**src/rtl/sev_seg_capture.sv**
```systemverilog
// sev_seg_capture: recovers the four characters shown on a multiplexed
// seven-segment display by watching its anode/seg/dp scan lines.
// Each digit is captured once per anode activation, after its lines have
// been stable for SETTLE_CYCLES samples. The output uses the driver's
// 5-bit {dp, nibble} format.
module sev_seg_capture #(
    parameter int SETTLE_CYCLES  = 8,
    parameter int TIMEOUT_CYCLES = 1000000,
    parameter int CNT_W          = 20
) (
    input  logic       clk_50MHz,
    input  logic       rst,
    input  logic [6:0] seg,
    input  logic       dp,
    input  logic [3:0] anode,
    output logic [4:0] data_digit0,
    output logic [4:0] data_digit1,
    output logic [4:0] data_digit2,
    output logic [4:0] data_digit3,
    output logic [3:0] bad_pattern,
    output logic       frame_done,
    output logic       scan_timeout
);

    localparam int SCW = $clog2(SETTLE_CYCLES + 1);

    typedef enum logic [1:0] {IDLE, SETTLE, HOLD} state_t;

    // Synchronised line vector {anode, dp, seg} and its previous-cycle copy.
    logic [11:0]    sync1, sync2, v_prev;
    logic [3:0]     v_anode;
    logic           is_single;

    state_t         state, state_n;
    logic [SCW-1:0] stable_cnt, stable_cnt_n;
    logic [3:0]     held_anode, held_anode_n;
    logic           capture;

    logic [3:0]     cap_sel;
    logic [3:0]     cap_nib;
    logic           cap_bad;
    logic [3:0]     seen, seen_or;
    logic [CNT_W-1:0] tcnt;
    logic [4:0]     digit_q [4];

    assign v_anode   = sync2[11:8];
    assign is_single = $onehot(~v_anode);

    // Two-stage synchroniser; resets to the idle line levels (all high).
    always_ff @(posedge clk_50MHz) begin
        if (rst) begin
            sync1  <= '1;
            sync2  <= '1;
            v_prev <= '1;
        end else begin
            sync1  <= {anode, dp, seg};
            sync2  <= sync1;
            v_prev <= sync2;
        end
    end

    // FSM state, stability counter and the anode of the held digit.
    always_ff @(posedge clk_50MHz) begin
        if (rst) begin
            state      <= IDLE;
            stable_cnt <= '0;
            held_anode <= '1;
        end else begin
            state      <= state_n;
            stable_cnt <= stable_cnt_n;
            held_anode <= held_anode_n;
        end
    end

    // Next-state logic; capture fires the cycle after the SETTLE_CYCLES-th
    // identical sample, taking that sample from v_prev.
    always_comb begin
        state_n      = state;
        stable_cnt_n = stable_cnt;
        held_anode_n = held_anode;
        capture      = 1'b0;
        case (state)
            IDLE: begin
                if (is_single) begin
                    state_n      = SETTLE;
                    stable_cnt_n = SCW'(1);
                end
            end
            SETTLE: begin
                if (stable_cnt == SCW'(SETTLE_CYCLES)) begin
                    capture      = 1'b1;
                    state_n      = HOLD;
                    held_anode_n = v_prev[11:8];
                end else if (!is_single) begin
                    state_n      = IDLE;
                    stable_cnt_n = '0;
                end else if (sync2 == v_prev) begin
                    stable_cnt_n = stable_cnt + SCW'(1);
                end else begin
                    stable_cnt_n = SCW'(1);
                end
            end
            HOLD: begin
                if (v_anode != held_anode) begin
                    if (is_single) begin
                        state_n      = SETTLE;
                        stable_cnt_n = SCW'(1);
                    end else begin
                        state_n      = IDLE;
                        stable_cnt_n = '0;
                    end
                end
            end
            default: begin
                state_n      = IDLE;
                stable_cnt_n = '0;
            end
        endcase
    end

    // Glyph decode of the captured segment pattern and frame mask update.
    always_comb begin
        cap_sel = ~v_prev[11:8];
        seen_or = seen | cap_sel;
        cap_bad = 1'b0;
        case (v_prev[6:0])
            7'h40: cap_nib = 4'h0;
            7'h79: cap_nib = 4'h1;
            7'h24: cap_nib = 4'h2;
            7'h30: cap_nib = 4'h3;
            7'h19: cap_nib = 4'h4;
            7'h12: cap_nib = 4'h5;
            7'h02: cap_nib = 4'h6;
            7'h78: cap_nib = 4'h7;
            7'h00: cap_nib = 4'h8;
            7'h10: cap_nib = 4'h9;
            7'h08: cap_nib = 4'hA;
            7'h03: cap_nib = 4'hB;
            7'h46: cap_nib = 4'hC;
            7'h21: cap_nib = 4'hD;
            7'h06: cap_nib = 4'hE;
            7'h0E: cap_nib = 4'hF;
            default: begin
                cap_nib = 4'h0;
                cap_bad = 1'b1;
            end
        endcase
    end

    // Captured digits, frame tracking and scan timeout; capture beats timeout.
    always_ff @(posedge clk_50MHz) begin
        if (rst) begin
            for (int unsigned i = 0; i < 4; i++) digit_q[i] <= 5'h10;
            bad_pattern  <= '0;
            seen         <= '0;
            frame_done   <= 1'b0;
            tcnt         <= '0;
            scan_timeout <= 1'b0;
        end else begin
            frame_done <= 1'b0;
            if (capture) begin
                for (int unsigned i = 0; i < 4; i++) begin
                    if (cap_sel[i]) begin
                        digit_q[i]     <= {v_prev[7], cap_nib};
                        bad_pattern[i] <= cap_bad;
                    end
                end
                if (seen_or == 4'hF) begin
                    frame_done <= 1'b1;
                    seen       <= '0;
                end else begin
                    seen <= seen_or;
                end
                tcnt         <= '0;
                scan_timeout <= 1'b0;
            end else if (tcnt != CNT_W'(TIMEOUT_CYCLES)) begin
                tcnt <= tcnt + CNT_W'(1);
                if (tcnt == CNT_W'(TIMEOUT_CYCLES - 1)) begin
                    scan_timeout <= 1'b1;
                    seen         <= '0;
                end
            end
        end
    end

    assign data_digit0 = digit_q[0];
    assign data_digit1 = digit_q[1];
    assign data_digit2 = digit_q[2];
    assign data_digit3 = digit_q[3];

endmodule
```
**config.mk**
```make
export PLATFORM = sky130hd
export DESIGN_NAME = sev_seg_capture
export DESIGN_NICKNAME = d
export VERILOG_FILES = /design/src/rtl/sev_seg_capture.sv
export SDC_FILE = /design/constraint.sdc
export NUM_CORES = 1
export LEC_CHECK = 0
export CORE_MARGIN = 2
export CORE_UTILIZATION = 38
export DETAILED_ROUTE_END_ITERATION = 12
export GPL_ROUTABILITY_DRIVEN = 1
export PLACE_DENSITY = 0.61
export RECOVER_POWER = 50
export SYNTH_ARGS = -nofsm -noshare
export SYNTH_HDL_FRONTEND = slang
export SYNTH_SLANG_ARGS = --single-unit
```
**constraint.sdc**
```tcl
create_clock -name clk_50MHz -period 2.5 [get_ports clk_50MHz]
set_input_delay 0.5 -clock clk_50MHz [delete_from_list [all_inputs] [get_ports clk_50MHz]]
set_output_delay 0.5 -clock clk_50MHz [all_outputs]
set_load 0.01 [all_outputs]
```
==> results of run 1 <==
-- cells in the mapped netlist, types with 2 or more instances --
cell type  number
or3b_4          2
nand4_1         8
nor4bb_1        2
edfxtp_1       20
nor2_1         56
nand3_1        20
o21ai_0         8
nand3b_1        3
nor2b_1         2
clkbuf_1       18
a31oi_1         2
nor4_1          3
nand2_1        14
or3_1           6
xor2_1         12
and3_1          6
a2bb2o_1        4
ha_1            6
buf_2           3
a21oi_1        12
inv_1          24
nand4b_1        3
nor4_2          2
nor3_1          5
a211oi_1        2
xnor2_1        20
or2_2          36
or2_1           4
o21bai_1        5
nand2b_1       10
o2111a_1        2
dfxtp_1        76
-- report_power, final --
part           switching (W)  internal (W)  total (W)
Sequential         0.0000347       0.00162    0.00165
Clock               0.000538      0.000495    0.00103
Combinational      0.0000960      0.000117   0.000213
Total               0.000669       0.00223    0.00290
-- logic make-up after synthesis --
family / share of synthesized area, %
simple gates: 26.1
flops: 52.0
buf+inv: 4.32
compound gates: 7.85
xor+xnor: 6.87
fa+ha+maj: 2.33
mux: 0.521
-- worst paths after layout --
check,slack (ns),endpoint,cells after the start,start
setup / recovery,-0.12,stable_cnt[2]$_SDFFE_PP0P_,9,sync2[8]$_SDFF_PP1_
hold reg to reg,0.41,sync2[11]$_SDFF_PP1_,1,sync1[11]$_SDFF_PP1_
hold / removal,0.41,sync2[11]$_SDFF_PP1_,1,sync1[11]$_SDFF_PP1_
setup reg to reg,-0.12,stable_cnt[2]$_SDFFE_PP0P_,9,sync2[8]$_SDFF_PP1_
-- registers in the layout, summed over array words and instances (netlist names) --
register / count
bad_pattern: 4
digit_q: 20
frame_done: 1
held_anode: 4
scan_timeout: 1
seen: 4
stable_cnt: 4
state: 2
sync1: 12
sync2: 12
tcnt: 20
v_prev: 12
-- layout make-up --
cell class | instances | area, µm²
clock inverters | 6 | 65.1
multi-input cells | 277 | 1830
repair buffers | 53 | 488
fillers | 1001 | 5470
clock buffers | 10 | 138
flip-flops and latches | 96 | 2120
well taps | 136 | 170
inverters | 25 | 93.8
-- cell usage in the layout (no fill, tap or decap), types with 13 or more instances in the layout --
master	instances
dfxtp_1	75
clkdlybuf4s50_1	13
dlygate4sd3_1	26
inv_1	24
edfxtp_1	20
nor2_1	56
nand3_1	20
xnor2_1	20
nand2_1	14
or2_2	36
-- repair_timing --
item,in CTS,in global routing
hold buffers,0,0
cloned,0,0
setup buffers,2,2
gates resized for setup,1,0
pin swaps,2,2
setup endpoints to repair,4,4
-- metrics by stage --
stage	hold slack [ns]	setup TNS (ns)	setup WS, ns	instance area [µm²]	util [%]
6_report	0.414	-0.366	-0.116	4900	47.3
4_1_cts	0.416	-0.490	-0.140	4900	47.2
3_5_place_dp	0.394	-0.483	-0.143	4670	45.1
3_3_place_gp	0.391	-0.295	-0.0919	4670	45.1
5_1_grt	0.425	-0.823	-0.229	4900	47.3
2_1_floorplan	0.389	-0.0749	-0.0391	4120	-
-- critical path, delay by kind of cell, from the launching register on --
| kind | cells | cell delay, ns |
|---|---|---|
| compound gates | 1 | 0.13 |
| fa+ha+maj | 3 | 0.89 |
| buf+inv | 1 | 0.04 |
| flops | 1 | 0.34 |
| simple gates | 4 | 1.15 |
-- per-layer routing --
layer  up-vias  track usage (%)  wire length (µm)  share of wire (%)
met5         -                0                 0                  0
met4         0             5.86               130                1.7
met3        13             3.27               299                4.0
met2        57             21.8              3270                 44
met1      1341             17.7              3790                 51
li1       1500                -                 -                  -
==> impl_metrics.json, run 1 <==
{
  "status": "finished with violations",
  "violations": "negative setup slack",
  "h-tree-depth": 3,
  "critPathMaxFanout": 3,
  "synth-seq-cells": 96,
  "hpwl_mm": 5.30,
  "core_mm2": 0.0104,
  "clockBufferDepth": 2,
  "critPathRequiredTime_ns": 2.80,
  "cts_tree": "built",
  "die_w_um": 108,
  "yosys.area.top_type": "dfxtp_1",
  "fin_nets": 483,
  "crit_chain": "fa_1 -> inv_1 -> ha_2 -> ha_4 -> or3b_4 -> or3b_4 -> nor4_4 -> nand4b_1 -> a31oi_1",
  "layoutNonFillerInstCount": 603,
  "power.density_mw_per_mm2": 591,
  "irDropWorstVdd_uv": 376,
  "synth_area_leaders": "dfxtp_1, edfxtp_1, or2_2",
  "rows": 37,
  "route.vias.total": 2911,
  "clkSinkCount": 96,
  "die_area_mm2": 0.0116,
  "crit_path_end_kind": "flip-flop",
  "crit_slowest_cell": "fa_1",
  "io_buffers": 39,
  "grt_max_degree": 37,
  "cts_buffers": 9,
  "max_slew.worst_pin.slew_ns": 0.629,
  "seq_area_frac_synth_pct": 52.0,
  "netlist_instances": 419,
  "final.min_clock_period_ns": 2.62,
  "drive_gt1_share_pct": 16.9,
  "synth_edf_count": 20,
  "synth_top_flop_cell": "dfxtp_1",
  "gp_congestion": 0.758,
  "cp_common_cell": "or3b_4",
  "cts.clk_slew.worst_paths_ns": 0.10,
  "fin_crit_sh_pct": 105,
  "criticalPathCategory": "reg -> reg",
  "ys_warn_count": 0,
  "syn_to_final_growth_pct": 20.2,
  "drt_iter0_markers": 163,
  "n_antenna_cell": 0,
  "slowest_delay_ns": 0.52,
  "leakage_nw": 1.83,
  "power_w": 0.00290,
  "clk_latency_ns": 0.36,
  "avgSynthCellArea_um2": 9.73,
  "synth.distinct_cells": 55,
  "grt_overflow": 0,
  "start_util_pct": 39.3,
  "finClkSkew_ns": 0.0105,
  "drv_slew": 0,
  "fmax_ghz": 0.382,
  "start_kind": "flip-flop",
  "avgRoutedWirePerCell_um": 12.4,
  "die_h_um": 108,
  "timing.slew.headroom_pct": 58.0,
  "grt_pass1_vias": 2773,
  "hold_class": "reg -> reg",
  "synth_top_area_share_pct": 37.3,
  "async_flop_share_pct": 0,
  "syn_nets": 440,
  "critPathArrivalTime_ns": 2.91,
  "grt_pass1_wl_mm": 12.7,
  "hold_viol": 0,
  "drc": 0,
  "grt_usage_pct": 13.7,
  "max_cap_viol_count": 0,
  "first_pass_iters": 4,
  "ios": 40,
  "via_per_inst": 4.83,
  "cts_root_buffer": "clkbuf_8",
  "fin_ws_ns": -0.116,
  "rsz0062_at_grt": "true",
  "dp.cells": 583,
  "ant_nets": 0,
  "antenna_found_initial": 0,
  "synth_area_mm2": 0.00408,
  "postRouteWirelength_mm": 7.49,
  "setup_violations": 4
}
No activity file was read; power rests on OpenSTA's default activity.
==> run 2, diff against run 1 <==
- CORE_UTILIZATION: 38 -> 50
- PLACE_DENSITY: 0.61 -> 0.76
==> impl_metrics.json, run 2 (synthesized netlist as in run 1, its figures left out) <==
{
  "grt_pass1_vias": 2697,
  "finClkSkew_ns": 0.0153,
  "clk_latency_ns": 0.36,
  "leakage_nw": 1.82,
  "drv_slew": 0,
  "max_cap_viol_count": 0,
  "fillers": 644,
  "hpwl_mm": 5.20,
  "finish.instance_area_mm2": 0.00485,
  "final.min_clock_period_ns": 2.63,
  "seqPwrFrac_pct": 58.5,
  "n_antenna_cell": 0,
  "p_int_w": 0.00216,
  "fmax_ghz": 0.381,
  "first_pass_iters": 4,
  "postRouteWirelength_mm": 7.17,
  "slowest_delay_ns": 0.55,
  "reg2regPathDepth": 8,
  "crit_path_end_kind": "flip-flop",
  "via_per_inst": 5.08,
  "switching_share_pct": 23.4,
  "worstHoldPathCells": 1,
  "path_buf_inv": 2,
  "timing.slew.headroom_pct": 60.5,
  "dp.cells": 548,
  "drive_gt1_share_pct": 16.8,
  "final_common_cell": "dfxtp_1",
  "power_w": 0.00282,
  "io_buffers": 39,
  "reg_top3": "digit_q: 20 flops, tcnt: 20 flops",
  "critPathMaxFanout": 3,
  "start_kind": "flip-flop",
  "syn_to_final_growth_pct": 19.0,
  "ios": 40,
  "cts_tree": "built",
  "power.share.clock_pct": 33.6,
  "irDropWorstVdd_uv": 288,
  "grt_pass1_wl_mm": 12.3,
  "layoutNonFillerInstCount": 567,
  "h-tree-depth": 3,
  "drc": 0,
  "avgRoutedWirePerCell_um": 12.6,
  "power.net_switching_w": 0.000659,
  "status": "finished with violations",
  "grt_usage_pct": 17.7,
  "ff2ff_setup_slack_ns": -0.13,
  "rows": 32,
  "cts_buffers": 9,
  "final_cell_mix": "dfxtp_1, nor2_1, or2_2",
  "die_w_um": 94.3,
  "cts-hold-fix-buffers": 0,
  "fin_nets": 482,
  "cts_root_buffer": "clkbuf_8",
  "route.vias.total": 2882,
  "clkSinkCount": 96,
  "crit_cells": 8,
  "fin_crit_sh_pct": 105,
  "ant_nets": 0,
  "pwr-share-comb_pct": 7.9,
  "power.density_mw_per_mm2": 582,
  "hold_viol": 0,
  "place_worst_setup_slack_ns": -0.164,
  "critical_path.top_delay_family": "adder cells",
  "crit_slowest_cell": "fa_1",
  "critPathArrivalTime_ns": 2.88,
  "hold_class": "reg -> reg",
  "fin_ws_ns": -0.128,
  "critPathRequiredTime_ns": 2.75,
  "criticalPathCategory": "reg -> reg",
  "fin_util_pct": 62.2,
  "clockBufferDepth": 2,
  "rsz0062_at_grt": "true",
  "cp_common_cell": "ha_4",
  "grt_overflow": 0,
  "core_mm2": 0.00781,
  "setup_violations": 4,
  "die_area_mm2": 0.00890,
  "antenna_found_initial": 0,
  "violations": "negative setup slack",
  "dpl_cell_area_mm2": 0.00462,
  "grt_max_degree": 40,
  "gp_congestion": 0.819,
  "start_util_pct": 52.2,
  "cts.clk_slew.worst_paths_ns": 0.09,
  "drt_iter0_markers": 120,
  "max_slew.worst_pin.slew_ns": 0.591,
  "die_h_um": 94.3,
  "crit_chain": "fa_1 -> inv_2 -> ha_4 -> ha_4 -> or3b_4 -> buf_4 -> or3_2 -> a311oi_1"
}
-- run 2: final cells by class --
| cell class | instances | area (µm²) | area share, % |
|---|---|---|---|
| Clock inverter | 5 | 40.0 | 0.825 |
| Sequential cell | 96 | 2120 | 43.7 |
| Inverter | 25 | 93.8 | 1.93 |
| Tap cell | 102 | 128 | 2.63 |
| Multi-Input combinational cell | 277 | 1840 | 37.8 |
| Clock buffer | 10 | 149 | 3.07 |
| Timing Repair Buffer | 52 | 484 | 9.98 |
-- run 2: final timing paths --
path	end	startpoint
setup / recovery	stable_cnt[0]$_SDFFE_PP0P_	sync2[8]$_SDFF_PP1_
hold / removal	sync2[5]$_SDFF_PP1_	sync1[5]$_SDFF_PP1_
setup reg to reg	stable_cnt[0]$_SDFFE_PP0P_	sync2[8]$_SDFF_PP1_
hold reg to reg	sync2[5]$_SDFF_PP1_	sync1[5]$_SDFF_PP1_
-- run 2: power groups by stage --
| stage | Clock [W] | Combinational [W] | Sequential [W] |
|---|---|---|---|
| floorplan | 0 | 0.000137 | 0.00168 |
| global placement | 0 | 0.000200 | 0.00169 |
| detailed placement | 0 | 0.000207 | 0.00169 |
| CTS | 0.000978 | 0.000223 | 0.00165 |
| global route | 0.00104 | 0.000245 | 0.00166 |
| finish | 0.000949 | 0.000223 | 0.00165 |
-- run 2: timing repair --
item | 4_1_cts | 5_1_grt
pin swaps | 1 | 1
setup buffers | 3 | 1
gates resized for setup | 2 | 2
hold endpoints to repair | 0 | 0
setup endpoints to repair | 4 | 4
-- run 2: worst register-to-register path: cells and delay by family (launching register included) --
kind	cells	cell delay, ns
AND/OR/NAND/NOR	2	0.82
adder cells (fa/ha/maj)	3	0.90
flip-flops	1	0.34
buffers and inverters	2	0.20
AO/OA/AOI/OAI	1	0.29
-- run 2: per-layer routing --
| metal | routed length, µm | share of wire (%) | track usage [%] |
|---|---|---|---|
| met1 | 3480 | 48 | 23.6 |
| met2 | 3320 | 46 | 27.7 |
| met3 | 255 | 3.6 | 4.01 |
| met4 | 119 | 1.7 | 7.61 |
| met5 | 0 | 0 | 0 |
-- run 2: per-stage QoR --
step | hold slack [ns] | setup TNS [ns]
2_1_floorplan | 0.389 | -0.0749
3_3_place_gp | 0.394 | -0.171
3_5_place_dp | 0.392 | -0.521
4_1_cts | 0.414 | -0.559
5_1_grt | 0.427 | -0.849
6_report | 0.414 | -0.424
